### config.mk
export PLATFORM = sky130hd
export DESIGN_NAME = mc_controller_v2
export DESIGN_NICKNAME = d
export VERILOG_FILES = /design/src/rtl/mc_ctrl_pkg.sv /design/src/rtl/mc_wait_timer.sv /design/src/rtl/mc_controller_v2.sv
export SDC_FILE = /design/constraint.sdc
export NUM_CORES = 1
export LEC_CHECK = 0
export ABC_AREA = 1
export CAP_MARGIN = 0
export CORE_MARGIN = 3
export CORE_UTILIZATION = 45
export DETAILED_ROUTE_END_ITERATION = 12
export PLACE_DENSITY = 0.83
export SLEW_MARGIN = 20
export SYNTH_ARGS = -nofsm -noshare
export SYNTH_HDL_FRONTEND = slang
export SYNTH_SLANG_ARGS = --single-unit
### constraint.sdc
create_clock -name clk -period 3.1 [get_ports clk]
set_input_delay 0.465 -clock clk [delete_from_list [all_inputs] [get_ports clk]]
set_output_delay 0.465 -clock clk [all_outputs]
set_load 0.02 [all_outputs]
### src/rtl/mc_ctrl_pkg.sv
// Shared definitions for the multicycle MIPS-subset controller and datapath:
// state encodings, opcode constants and datapath select constants.
package mc_ctrl_pkg;

  typedef enum logic [3:0] {
    S_IDLE    = 4'b0000,
    S_FETCH   = 4'b0001,
    S_ADDIEX  = 4'b0010,
    S_ADDIWR  = 4'b0011,
    S_BNEEX   = 4'b0100,
    S_DECODE  = 4'b0101,
    S_MEMADR  = 4'b0110,
    S_LBRD    = 4'b0111,
    S_LBWR    = 4'b1000,
    S_SBWR    = 4'b1001,
    S_RTYPEEX = 4'b1010,
    S_RTYPEWR = 4'b1011,
    S_BEQEX   = 4'b1100,
    S_JEX     = 4'b1101,
    S_ERR     = 4'b1111
  } state_t;

  localparam logic [5:0] OP_LB    = 6'b100000;
  localparam logic [5:0] OP_SB    = 6'b101000;
  localparam logic [5:0] OP_RTYPE = 6'b000000;
  localparam logic [5:0] OP_BEQ   = 6'b000100;
  localparam logic [5:0] OP_J     = 6'b000010;
  localparam logic [5:0] OP_ADDI  = 6'b001000;
  localparam logic [5:0] OP_BNE   = 6'b000101;

  localparam logic [1:0] ALUOP_ADD   = 2'b00;
  localparam logic [1:0] ALUOP_SUB   = 2'b01;
  localparam logic [1:0] ALUOP_FUNCT = 2'b10;

  localparam logic [1:0] ALUSRCB_REG    = 2'b00;
  localparam logic [1:0] ALUSRCB_FOUR   = 2'b01;
  localparam logic [1:0] ALUSRCB_IMM    = 2'b10;
  localparam logic [1:0] ALUSRCB_BRANCH = 2'b11;

  localparam logic [1:0] PCSRC_ALU    = 2'b00;
  localparam logic [1:0] PCSRC_ALUOUT = 2'b01;
  localparam logic [1:0] PCSRC_JUMP   = 2'b10;

  // States that stall on the memory ready handshake.
  function automatic logic is_mem_wait_state(input state_t s);
    return (s == S_FETCH) || (s == S_LBRD) || (s == S_SBWR);
  endfunction

endpackage

### src/rtl/mc_wait_timer.sv
// Memory wait-state counter with timeout compare.
// Ports: clk, reset (async active-low), waiting (in a wait state with
// mem_ready=0), timeout_c (combinational: limit reached while still waiting).
module mc_wait_timer #(
  parameter int unsigned MEM_TIMEOUT = 15
) (
  input  logic clk,
  input  logic reset,
  input  logic waiting,
  output logic timeout_c
);

  localparam int unsigned CW = (MEM_TIMEOUT > 0) ? $clog2(MEM_TIMEOUT + 1) : 1;
  localparam logic [CW-1:0] CNT_MAX = '1;

  logic [CW-1:0] cnt_q, cnt_d;

  // The FSM only holds its state while waiting (or in ERR), so clearing
  // whenever not waiting is the same as clearing on every state change.
  always_comb begin
    timeout_c = 1'b0;
    if (MEM_TIMEOUT != 0) begin
      timeout_c = waiting && (cnt_q == CW'(MEM_TIMEOUT));
    end
    cnt_d = '0;
    if (waiting && !timeout_c) begin
      cnt_d = (cnt_q == CNT_MAX) ? cnt_q : cnt_q + CW'(1);
    end
  end

  always_ff @(posedge clk or negedge reset) begin
    if (!reset) cnt_q <= '0;
    else        cnt_q <= cnt_d;
  end

endmodule

### src/rtl/mc_controller_v2.sv
// Multicycle MIPS-subset control FSM (LB, SB, R-type, BEQ, J, ADDI, BNE)
// with memory ready handshake, wait timeout and illegal-opcode reporting.
// Ports: clk, reset (async active-low), op, zero, mem_ready in;
// datapath strobes, pcen, pcsource/alusrcb/aluop selects, illegal pulse,
// sticky err and state_o debug out. Outputs decode from the state register.
module mc_controller_v2 #(
  parameter int unsigned OPW          = 6,
  parameter int unsigned SUPPORT_ADDI = 1,
  parameter int unsigned SUPPORT_BNE  = 1,
  parameter int unsigned TRAP_ILLEGAL = 0,
  parameter int unsigned MEM_TIMEOUT  = 15
) (
  input  logic           clk,
  input  logic           reset,
  input  logic [OPW-1:0] op,
  input  logic           zero,
  input  logic           mem_ready,
  output logic           memread,
  output logic           memwrite,
  output logic           alusrca,
  output logic           memtoreg,
  output logic           iord,
  output logic           regwrite,
  output logic           regdst,
  output logic           irwrite,
  output logic           pcen,
  output logic [1:0]     pcsource,
  output logic [1:0]     alusrcb,
  output logic [1:0]     aluop,
  output logic           illegal,
  output logic           err,
  output logic [3:0]     state_o
);

  import mc_ctrl_pkg::*;

  state_t state_q, state_d;
  logic   timeout_c;
  logic   waiting;
  logic   is_lb, is_sb, is_rtype, is_beq, is_j, is_addi, is_bne;
  logic   pcwrite, pcwritecond;

  assign is_lb    = (op == OPW'(OP_LB));
  assign is_sb    = (op == OPW'(OP_SB));
  assign is_rtype = (op == OPW'(OP_RTYPE));
  assign is_beq   = (op == OPW'(OP_BEQ));
  assign is_j     = (op == OPW'(OP_J));
  assign is_addi  = (SUPPORT_ADDI != 0) && (op == OPW'(OP_ADDI));
  assign is_bne   = (SUPPORT_BNE != 0) && (op == OPW'(OP_BNE));

  assign waiting = is_mem_wait_state(state_q) && !mem_ready;

  mc_wait_timer #(.MEM_TIMEOUT(MEM_TIMEOUT)) u_wait_timer (
    .clk       (clk),
    .reset     (reset),
    .waiting   (waiting),
    .timeout_c (timeout_c)
  );

  // Next-state logic; illegal pulses while DECODE sees an undecodable op.
  always_comb begin
    state_d = state_q;
    illegal = 1'b0;
    case (state_q)
      S_IDLE:    state_d = S_FETCH;
      S_FETCH: begin
        if (mem_ready)      state_d = S_DECODE;
        else if (timeout_c) state_d = S_ERR;
      end
      S_DECODE: begin
        if (is_lb || is_sb) state_d = S_MEMADR;
        else if (is_rtype)  state_d = S_RTYPEEX;
        else if (is_beq)    state_d = S_BEQEX;
        else if (is_j)      state_d = S_JEX;
        else if (is_addi)   state_d = S_ADDIEX;
        else if (is_bne)    state_d = S_BNEEX;
        else begin
          illegal = 1'b1;
          state_d = (TRAP_ILLEGAL != 0) ? S_ERR : S_FETCH;
        end
      end
      S_MEMADR: begin
        if (is_lb)      state_d = S_LBRD;
        else if (is_sb) state_d = S_SBWR;
        else            state_d = S_FETCH;
      end
      S_LBRD: begin
        if (mem_ready)      state_d = S_LBWR;
        else if (timeout_c) state_d = S_ERR;
      end
      S_SBWR: begin
        if (mem_ready)      state_d = S_FETCH;
        else if (timeout_c) state_d = S_ERR;
      end
      S_RTYPEEX: state_d = S_RTYPEWR;
      S_ADDIEX:  state_d = S_ADDIWR;
      S_LBWR, S_RTYPEWR, S_ADDIWR,
      S_BEQEX, S_BNEEX, S_JEX: state_d = S_FETCH;
      S_ERR:     state_d = S_ERR;
      default:   state_d = S_IDLE;
    endcase
  end

  always_ff @(posedge clk or negedge reset) begin
    if (!reset) state_q <= S_IDLE;
    else        state_q <= state_d;
  end

  // Strobe decode; FETCH commits IR/PC only in the cycle memory completes.
  always_comb begin
    memread     = 1'b0;
    memwrite    = 1'b0;
    alusrca     = 1'b0;
    memtoreg    = 1'b0;
    iord        = 1'b0;
    regwrite    = 1'b0;
    regdst      = 1'b0;
    irwrite     = 1'b0;
    pcwrite     = 1'b0;
    pcwritecond = 1'b0;
    pcsource    = PCSRC_ALU;
    alusrcb     = ALUSRCB_REG;
    aluop       = ALUOP_ADD;
    case (state_q)
      S_FETCH: begin
        memread = 1'b1;
        alusrcb = ALUSRCB_FOUR;
        irwrite = mem_ready;
        pcwrite = mem_ready;
      end
      S_DECODE: alusrcb = ALUSRCB_BRANCH;
      S_MEMADR, S_ADDIEX: begin
        alusrca = 1'b1;
        alusrcb = ALUSRCB_IMM;
        aluop   = ALUOP_ADD;
      end
      S_LBRD: begin
        memread = 1'b1;
        iord    = 1'b1;
      end
      S_LBWR: begin
        regwrite = 1'b1;
        memtoreg = 1'b1;
      end
      S_SBWR: begin
        memwrite = 1'b1;
        iord     = 1'b1;
      end
      S_RTYPEEX: begin
        alusrca = 1'b1;
        aluop   = ALUOP_FUNCT;
      end
      S_RTYPEWR: begin
        regdst   = 1'b1;
        regwrite = 1'b1;
      end
      S_ADDIWR: regwrite = 1'b1;
      S_BEQEX, S_BNEEX: begin
        alusrca     = 1'b1;
        aluop       = ALUOP_SUB;
        pcwritecond = 1'b1;
        pcsource    = PCSRC_ALUOUT;
      end
      S_JEX: begin
        pcwrite  = 1'b1;
        pcsource = PCSRC_JUMP;
      end
      default: ;
    endcase
    // BNE takes the branch on a nonzero compare, BEQ on zero.
    pcen = pcwrite | (pcwritecond & ((state_q == S_BNEEX) ? ~zero : zero));
  end

  assign err     = (state_q == S_ERR);
  assign state_o = state_q;

endmodule

==> results_dict.tcl, run 1 <==
set metrics [dict create \
    status "complete, no violations" \
    post_cts_buffers 0 \
    antenna_cells 0 \
    p_per_area_nw_per_um2 684 \
    die_h_um 46.5 \
    layout_common_cells "30 x clkdlybuf4s50_1, 29 x nand2_1, 25 x nor2_1, 15 x nand3_1, 14 x inv_1" \
    clock-root-buffer "clkbuf_4" \
    die_w_um 46.5 \
    worst_ir_drop_vdd_mv 0.435 \
    slowest_delay_ns 0.63 \
    final_common_cell "clkdlybuf4s50_1" \
    cts_tree "done" \
    path_class "register to primary output" \
    setup_viol 0 \
    reg2reg_slack_ns 1.69 \
    place_inst 168 \
    clock-sinks 8 \
    placed_area_sq_um 1050 \
    drive_gt1_share_pct 9.68 \
    seq_area_frac_synth_pct 27.1 \
    worst_setup_path_start_kind "register" \
    max_cap_violations 0 \
    hold_violations 0 \
    r2r_end "state_o[0]" \
    row_count 14 \
    grt_pass1_wl_um 2980 \
    synth.distinct_cells 21 \
    vias 907 \
    final.min_clock_period_ns 2.63 \
    worstPathArrival_ns 2.16 \
    stdcell_count 171 \
    die_area_sq_um 2170 \
    h-tree-depth 1 \
    cp.depth 6 \
    core-area_sq_um 1520 \
    cts_hold_buf 0 \
    place.gp.congestion 0.810 \
    grt_max_degree 11 \
    ys_ff_latch 8 \
    setup_tns_ns 0 \
    ant_nets 0 \
    slowest_stage "clkdlybuf4s50_1" \
    routed_via_density 5.30 \
    rsz0062_at_grt "no" \
    crit_start "state_o[1]" \
    boundaryPins 31 \
    n_fill_cell 152 \
    grt_pass1_vias 761 \
    fin_area_sq_um 1070 \
    relSlewSlack_pct 76.2 \
    crit_fanout 8 \
    finalCritPeriodShare_pct 84.8 \
    crit_path_end "illegal" \
    clkTransAtPathRegs_ns 0.05 \
    fmax_ghz 0.380 \
    multiInputGateArea_sq_um 464 \
    syn-num-nets 134 \
    overflow 0 \
    insertion_delay_ns 0.25 \
    fin_worst_skew_ns 0.00304 \
    num-nets-final 168 \
    p_leak_nw 0.529 \
    route.detailed.wl_per_inst_um 10.8 \
    totalWireLength_um 1850 \
    synthToLayoutAreaGrowth_pct 44.8 \
    antenna_found_initial 0 \
    critical-path-top-delay-family "buffers and inverters" \
    port_buffers 30 \
    start_util_pct 48.5 \
    yosys_warnings 0 \
    crit_chain "inv_1, nand2_1, nor2_1, nand3_1, nor3_1, clkdlybuf4s50_1" \
    cp_num_buf_inv 2 \
    cp-end-kind "primary output" \
    cts_inserted_buffers 3 \
    dp_hpwl_um 1600 \
    maxSlewViolCount 0 \
    rr_startpoint "state_o[1]" \
    cts_resized 0 \
    min_path_type "primary input to asynchronous set/reset pin" \
    worst_slew_pin_slew_ns 0.357 \
    drt_iter0_markers 8 \
    regArea_sq_um 200 \
    mappedNetlistArea_sq_um 739 \
    drc 0 \
    clockBufferDepth 2 \
    grt_usage_pct 18.6 \
    firstDrtPassIters 4 \
    cp_data_required_time_ns 2.63 \
    syn-instance-count 123 \
    syn_area_per_cell_sq_um 6.01 \
    reg2reg_depth 6 \
]
==> worst min-delay path by stage <==
stage | startpoint | end | cells past startpoint
global placement | u_wait_timer.cnt_q[0] | u_wait_timer.cnt_q[0] | 1
finish | reset | u_wait_timer.cnt_q[2] | 1
global route | reset | u_wait_timer.cnt_q[2] | 1
CTS | u_wait_timer.cnt_q[0] | u_wait_timer.cnt_q[0] | 1
detailed placement | u_wait_timer.cnt_q[0] | u_wait_timer.cnt_q[0] | 1
floorplan | reset | state_o[0] | 0
==> kinds of logic after synthesis <==
| kind of cell | share of synthesized area [%] |
|---|---|
| buffers and inverters | 10.2 |
| and+or+nand+nor | 50.9 |
| xor gates and xnor gates | 3.55 |
| AOI/OAI and AO/OA | 6.60 |
| adders and majority gates | 1.69 |
| DFF | 27.1 |
==> layer usage <==
layer / part of all wire, % / GRT usage [%] / up-vias
met3: 8.4 / 4.69 / 0
met2: 50 / 34.1 / 35
met4: 0 / 0.568 / 0
met1: 42 / 22.7 / 410
met5: 0 / 0 / -
li1: - / - / 462
==> layout make-up <==
type	count	share of cell area [%]
inverter	17	5.96
clock buffer	3	2.10
sequential	8	18.7
multi-input combinational	97	43.3
tap	16	1.87
timing repair buffer	30	28.0
==> sequential cells by signal, summed over array words and instances, names as in the netlist <==
register and flops:
state_o 4, u_wait_timer.cnt_q 4
==> worst reg2reg max path, delay by kind of cell (launching register included) <==
family	cells	cell delay (ns)
simple gates	5	0.79
buf+inv	1	0.10
flops	1	0.46
==> where the power goes <==
group | internal, mW | switching (mW)
sequential | 0.129 | 0.0449
clock | 0.0440 | 0.0318
combinational | 0.211 | 0.271
total | 0.384 | 0.348
==> synth_stat cells <==
library cell,instances,area (sq um)
a21oi_1,2,10.0
and3_1,1,6.26
buf_6,1,11.3
dfrtp_1,8,200
ha_1,1,12.5
inv_1,14,52.6
inv_2,3,11.3
nand2_1,29,109
nand2_2,2,12.5
nand3_1,15,75.1
nand3_2,1,10.0
nand3b_1,1,7.51
nand4_1,2,12.5
nor2_1,25,93.8
nor2_2,5,31.3
nor3_1,2,10.0
o21ai_0,4,20.0
o22ai_1,3,18.8
or2_4,1,8.76
xnor2_1,2,17.5
xor2_1,1,8.76
==> through the flow <==
step / setup WS (ns) / utilization [%] / hold slack (ns) / power, mW
floorplan: 1.08 / - / 0.169 / 0.464
global placement: 0.565 / 68.8 / 0.456 / 0.653
detailed placement: 0.519 / 68.8 / 0.473 / 0.660
CTS: 0.458 / 70.3 / 0.481 / 0.740
global route: 0.305 / 70.3 / 0.502 / 0.793
finish: 0.472 / 70.3 / 0.479 / 0.732
Note: power is estimated with default switching activity, not from simulation.
==> run 2: changes to the inputs <==
CORE_UTILIZATION = 41   (was 45)
PLACE_DENSITY = 0.76   (was 0.83)
clock period = 2.7 ns   (was 3.1 ns; I/O delays follow)
==> results_dict.tcl, run 2 (same netlist as run 1, synthesis figures left out) <==
set metrics [dict create \
    min_path_type "primary input to asynchronous set/reset pin" \
    routed_via_density 5.01 \
    rr_startpoint "state_o[2]" \
    synthToLayoutAreaGrowth_pct 47.5 \
    grt.busiest_layer "met2" \
    die_area_sq_um 2350 \
    fin_worst_skew_ns 0.00413 \
    overflow 0 \
    grt_max_degree 10 \
    stdcell_count 180 \
    die_h_um 48.5 \
    die_w_um 48.5 \
    clockBufferDepth 2 \
    grt_usage_pct 18.0 \
    port_buffers 30 \
    place.gp.congestion 0.831 \
    final_common_cell "clkdlybuf4s50_1" \
    antenna_found_initial 0 \
    place_ws_ns 0.233 \
    utilization_pct 68.4 \
    reg2reg_slack_ns 1.30 \
    setup_viol 0 \
    maxSlewViolCount 0 \
    cts_hold_buf 0 \
    max_cap_violations 0 \
    rsz0062_at_grt "no" \
    met1_usage_pct 22.7 \
    path_class "register to primary output" \
    clock-root-buffer "clkbuf_4" \
    grt_pass1_vias 854 \
    row_count 14 \
    post_cts_buffers 0 \
    vias 902 \
    firstDrtPassIters 4 \
    num-nets-final 169 \
    crit_fanout 8 \
    r2r_end "u_wait_timer.cnt_q[3]" \
    cts_tree "done" \
    relSlewSlack_pct 76.4 \
    grt_pass1_wl_um 3520 \
    crit_path_end "illegal" \
    layout_common_cells "30 x clkdlybuf4s50_1, 29 x nand2_1, 24 x nor2_1, 15 x nand3_1, 14 x inv_1" \
    core-area_sq_um 1590 \
    worst_slew_pin_slew_ns 0.352 \
    total_power_mw 0.862 \
    reg2reg_depth 7 \
    clkTransAtPathRegs_ns 0.06 \
    drive_gt1_share_pct 10.9 \
    worst_ir_drop_vdd_mv 0.519 \
    place_inst 177 \
    h-tree-depth 1 \
    boundaryPins 31 \
    finalCritPeriodShare_pct 93.1 \
    dp_hpwl_um 1650 \
    p_leak_nw 0.534 \
    start_util_pct 46.4 \
    insertion_delay_ns 0.25 \
    crit_start "state_o[1]" \
    totalWireLength_um 1990 \
    clock-sinks 8 \
    cp-end-kind "primary output" \
    drc 0 \
    worst_setup_path_start_kind "register" \
    cp_data_required_time_ns 2.30 \
    setup_tns_ns 0 \
    fmax_ghz 0.398 \
    met3_usage_pct 3.99 \
    status "complete, no violations" \
    drt_iter0_markers 18 \
    grt_use_met2_pct 31.9 \
    final.min_clock_period_ns 2.51 \
    antenna_cells 0 \
    route.detailed.wl_per_inst_um 11.1 \
    setup_slack_ns 0.187 \
    cts_inserted_buffers 3 \
    ant_nets 0 \
    p_per_area_nw_per_um2 790 \
    worstPathArrival_ns 2.11 \
    hold_violations 0 \
]
[run 2: cell count changes in the layout (fill, tap and decap cells not counted)]
cell    previous run  this run
buf_4              0         1
nor2_2             5         6
nor2_1            25        24
[run 2: layout make-up]
cell class                      count  area [sq um]
Clock buffer                        3          22.5
Inverter                           17          63.8
Tap cell                           24          30.0
Fill cell                         141           503
Multi-Input combinational cell     97           467
Timing Repair Buffer               31           308
Sequential cell                     8           200
[run 2: how the worst min path moves through the flow]
| stage | slack (ns) | to | depth (start not counted) | from |
|---|---|---|---|---|
| finish | 0.42 | u_wait_timer.cnt_q[2] | 1 | reset |
| detailed placement | 0.45 | u_wait_timer.cnt_q[0] | 1 | u_wait_timer.cnt_q[0] |
| global placement | 0.45 | u_wait_timer.cnt_q[0] | 1 | u_wait_timer.cnt_q[0] |
| CTS | 0.43 | u_wait_timer.cnt_q[2] | 1 | reset |
| global route | 0.45 | state_o[3] | 1 | reset |
| floorplan | 0.11 | state_o[0] | 0 | reset |
[run 2: worst max-delay path, stage by stage (launching register included)]
cell             delay, ns
dfrtp_1               0.47
inv_1                 0.10
nand2_1               0.15
nor2_2                0.22
nand3_1               0.12
nor3_1                0.17
clkdlybuf4s50_1       0.62
[run 2: stage by stage]
step	hold WS [ns]	cell area [sq um]
final	0.421	1090
after detailed placement	0.455	1070
after CTS	0.431	1090
after floorplan	0.109	739
after global routing	0.446	1090
after global placement	0.451	1070
[run 2: power breakdown]
group / switching, mW / total, mW / internal, mW / leakage, nW
combinational: 0.333 / 0.582 / 0.249 / 0.415
clock: 0.0417 / 0.0927 / 0.0509 / 0.0138
sequential: 0.0392 / 0.187 / 0.148 / 0.105
total: 0.414 / 0.862 / 0.448 / 0.534
[run 2: repair_timing]
action | CTS | global route
resized for setup | 0 | 1
hold endpoints to repair | 0 | 0
endpoints found under the setup margin | 0 | 1
[run 2: routing by layer]
| layer | wire [um] | share of wire [%] | vias to the layer above |
|---|---|---|---|
| met5 | 0 | 0 | - |
| met4 | 0 | 0 | 0 |
| met3 | 143 | 7.2 | 0 |
| met2 | 999 | 50 | 37 |
| met1 | 847 | 43 | 405 |
| li1 | - | - | 460 |
==> run 3: changes to the inputs <==
CAP_MARGIN = 20   (was 0)
CORE_MARGIN = 2   (was 3)
==> results_dict.tcl, run 3 (same netlist as run 1, synthesis figures left out) <==
set metrics [dict create \
    status "complete, no violations" \
    clock-sinks 8 \
    clkTransAtPathRegs_ns 0.06 \
    cts_resized 0 \
    num-nets-final 169 \
    drt_iter0_markers 12 \
    fin_hold_ws_ns 0.424 \
    routed_via_density 4.72 \
    fmax_ghz 0.436 \
    worstPathArrival_ns 1.89 \
    crit_fanout 8 \
    worst_setup_path_start_kind "register" \
    final.min_clock_period_ns 2.29 \
    cts_inserted_buffers 3 \
    setup_viol 0 \
    place.gp.congestion 0.842 \
    die_area_sq_um 2160 \
    n_fill_cell 153 \
    max_cap_violations 0 \
    place_inst 178 \
    route.detailed.wl_per_inst_um 10.5 \
    totalWireLength_um 1900 \
    antenna_found_initial 0 \
    synthToLayoutAreaGrowth_pct 48.1 \
    grt_pass1_vias 738 \
    p_per_area_nw_per_um2 784 \
    worst_ir_drop_vdd_mv 0.446 \
    worst_slew_pin_slew_ns 0.365 \
    die_h_um 46.5 \
    clock-root-buffer "clkbuf_4" \
    antenna_cells 0 \
    regArea_sq_um 200 \
    start_util_pct 43.3 \
    vias 855 \
    post_cts_buffers 0 \
    h-tree-depth 1 \
    overflow 0 \
    grt_max_degree 10 \
    setup_tns_ns 0 \
    stdcell_count 181 \
    grt_usage_pct 19.7 \
    hold_violations 0 \
    layout_common_cells "29 x nand2_1, 29 x clkdlybuf4s50_1, 24 x nor2_1, 15 x nand3_1, 14 x inv_1" \
    met1_usage_pct 23.9 \
    cts_hold_buf 0 \
    port_buffers 30 \
    maxSlewViolCount 0 \
    clockBufferDepth 2 \
    boundaryPins 31 \
    finalCritPeriodShare_pct 84.9 \
    rsz0062_at_grt "no" \
    grt_use_met2_pct 34.4 \
    min_path_type "primary input to asynchronous set/reset pin" \
    p_leak_nw 0.551 \
    drive_gt1_share_pct 10.9 \
    total_power_mw 0.858 \
    firstDrtPassIters 5 \
    grt_pass1_wl_um 3040 \
    utilization_pct 64.1 \
    multiInputGateArea_sq_um 467 \
    grt.busiest_layer "met2" \
    path_class "register to primary output" \
    cts_tree "done" \
    die_w_um 46.5 \
    relSlewSlack_pct 75.6 \
    drc 0 \
    row_count 15 \
    cp-end-kind "primary output" \
    met3_usage_pct 4.71 \
    insertion_delay_ns 0.26 \
    core-area_sq_um 1710 \
    dp_hpwl_um 1560 \
    cp_data_required_time_ns 2.30 \
    fin_worst_skew_ns 0.00920 \
    ant_nets 0 \
]
run 3: worst paths after layout:
| kind | endpoint | slack [ns] | from | depth (start not counted) |
|---|---|---|---|---|
| worst max-delay path | pcen | 0.41 | state_o[1] | 6 |
| worst min-delay path | state_o[3] | 0.42 | reset | 1 |
| worst max register to register | u_wait_timer.cnt_q[0] | 1.32 | state_o[2] | 7 |
| worst min register to register | u_wait_timer.cnt_q[0] | 0.47 | u_wait_timer.cnt_q[0] | 1 |
| max in group asynchronous | u_wait_timer.cnt_q[1] | 2.00 | reset | 1 |
| min in group clk | u_wait_timer.cnt_q[0] | 0.47 | u_wait_timer.cnt_q[0] | 1 |
run 3: power by group:
part	switching [mW]	internal, mW
clock	0.0408	0.0509
combinational	0.332	0.247
sequential	0.0392	0.148
run 3: area by class of cell:
type	count	area share, %
sequential	8	18.3
inverter	17	5.83
tap	25	2.86
clock buffer	3	2.06
multi-input combinational	97	42.6
timing repair buffer	31	28.3
run 3: layer usage:
metal | vias up | share of wire, %
li1 | 459 | -
met1 | 370 | 44
met2 | 26 | 51
met3 | 0 | 4.4
met4 | 0 | 0
met5 | - | 0
run 3: through the flow:
stage	setup WS (ns)	area [sq um]
5_1_grt	0.302	1090
3_3_place_gp	0.274	1070
3_5_place_dp	0.237	1070
4_1_cts	0.106	1090
6_report	0.408	1090
2_1_floorplan	0.744	739
run 3: worst max-delay path, stage by stage, from the launching register on:
cell and delay, ns:
dfrtp_1 0.47, inv_1 0.10, nand2_1 0.16, nor2_1 0.18, a21oi_1 0.05, nand2_1 0.06, clkdlybuf4s50_1 0.60
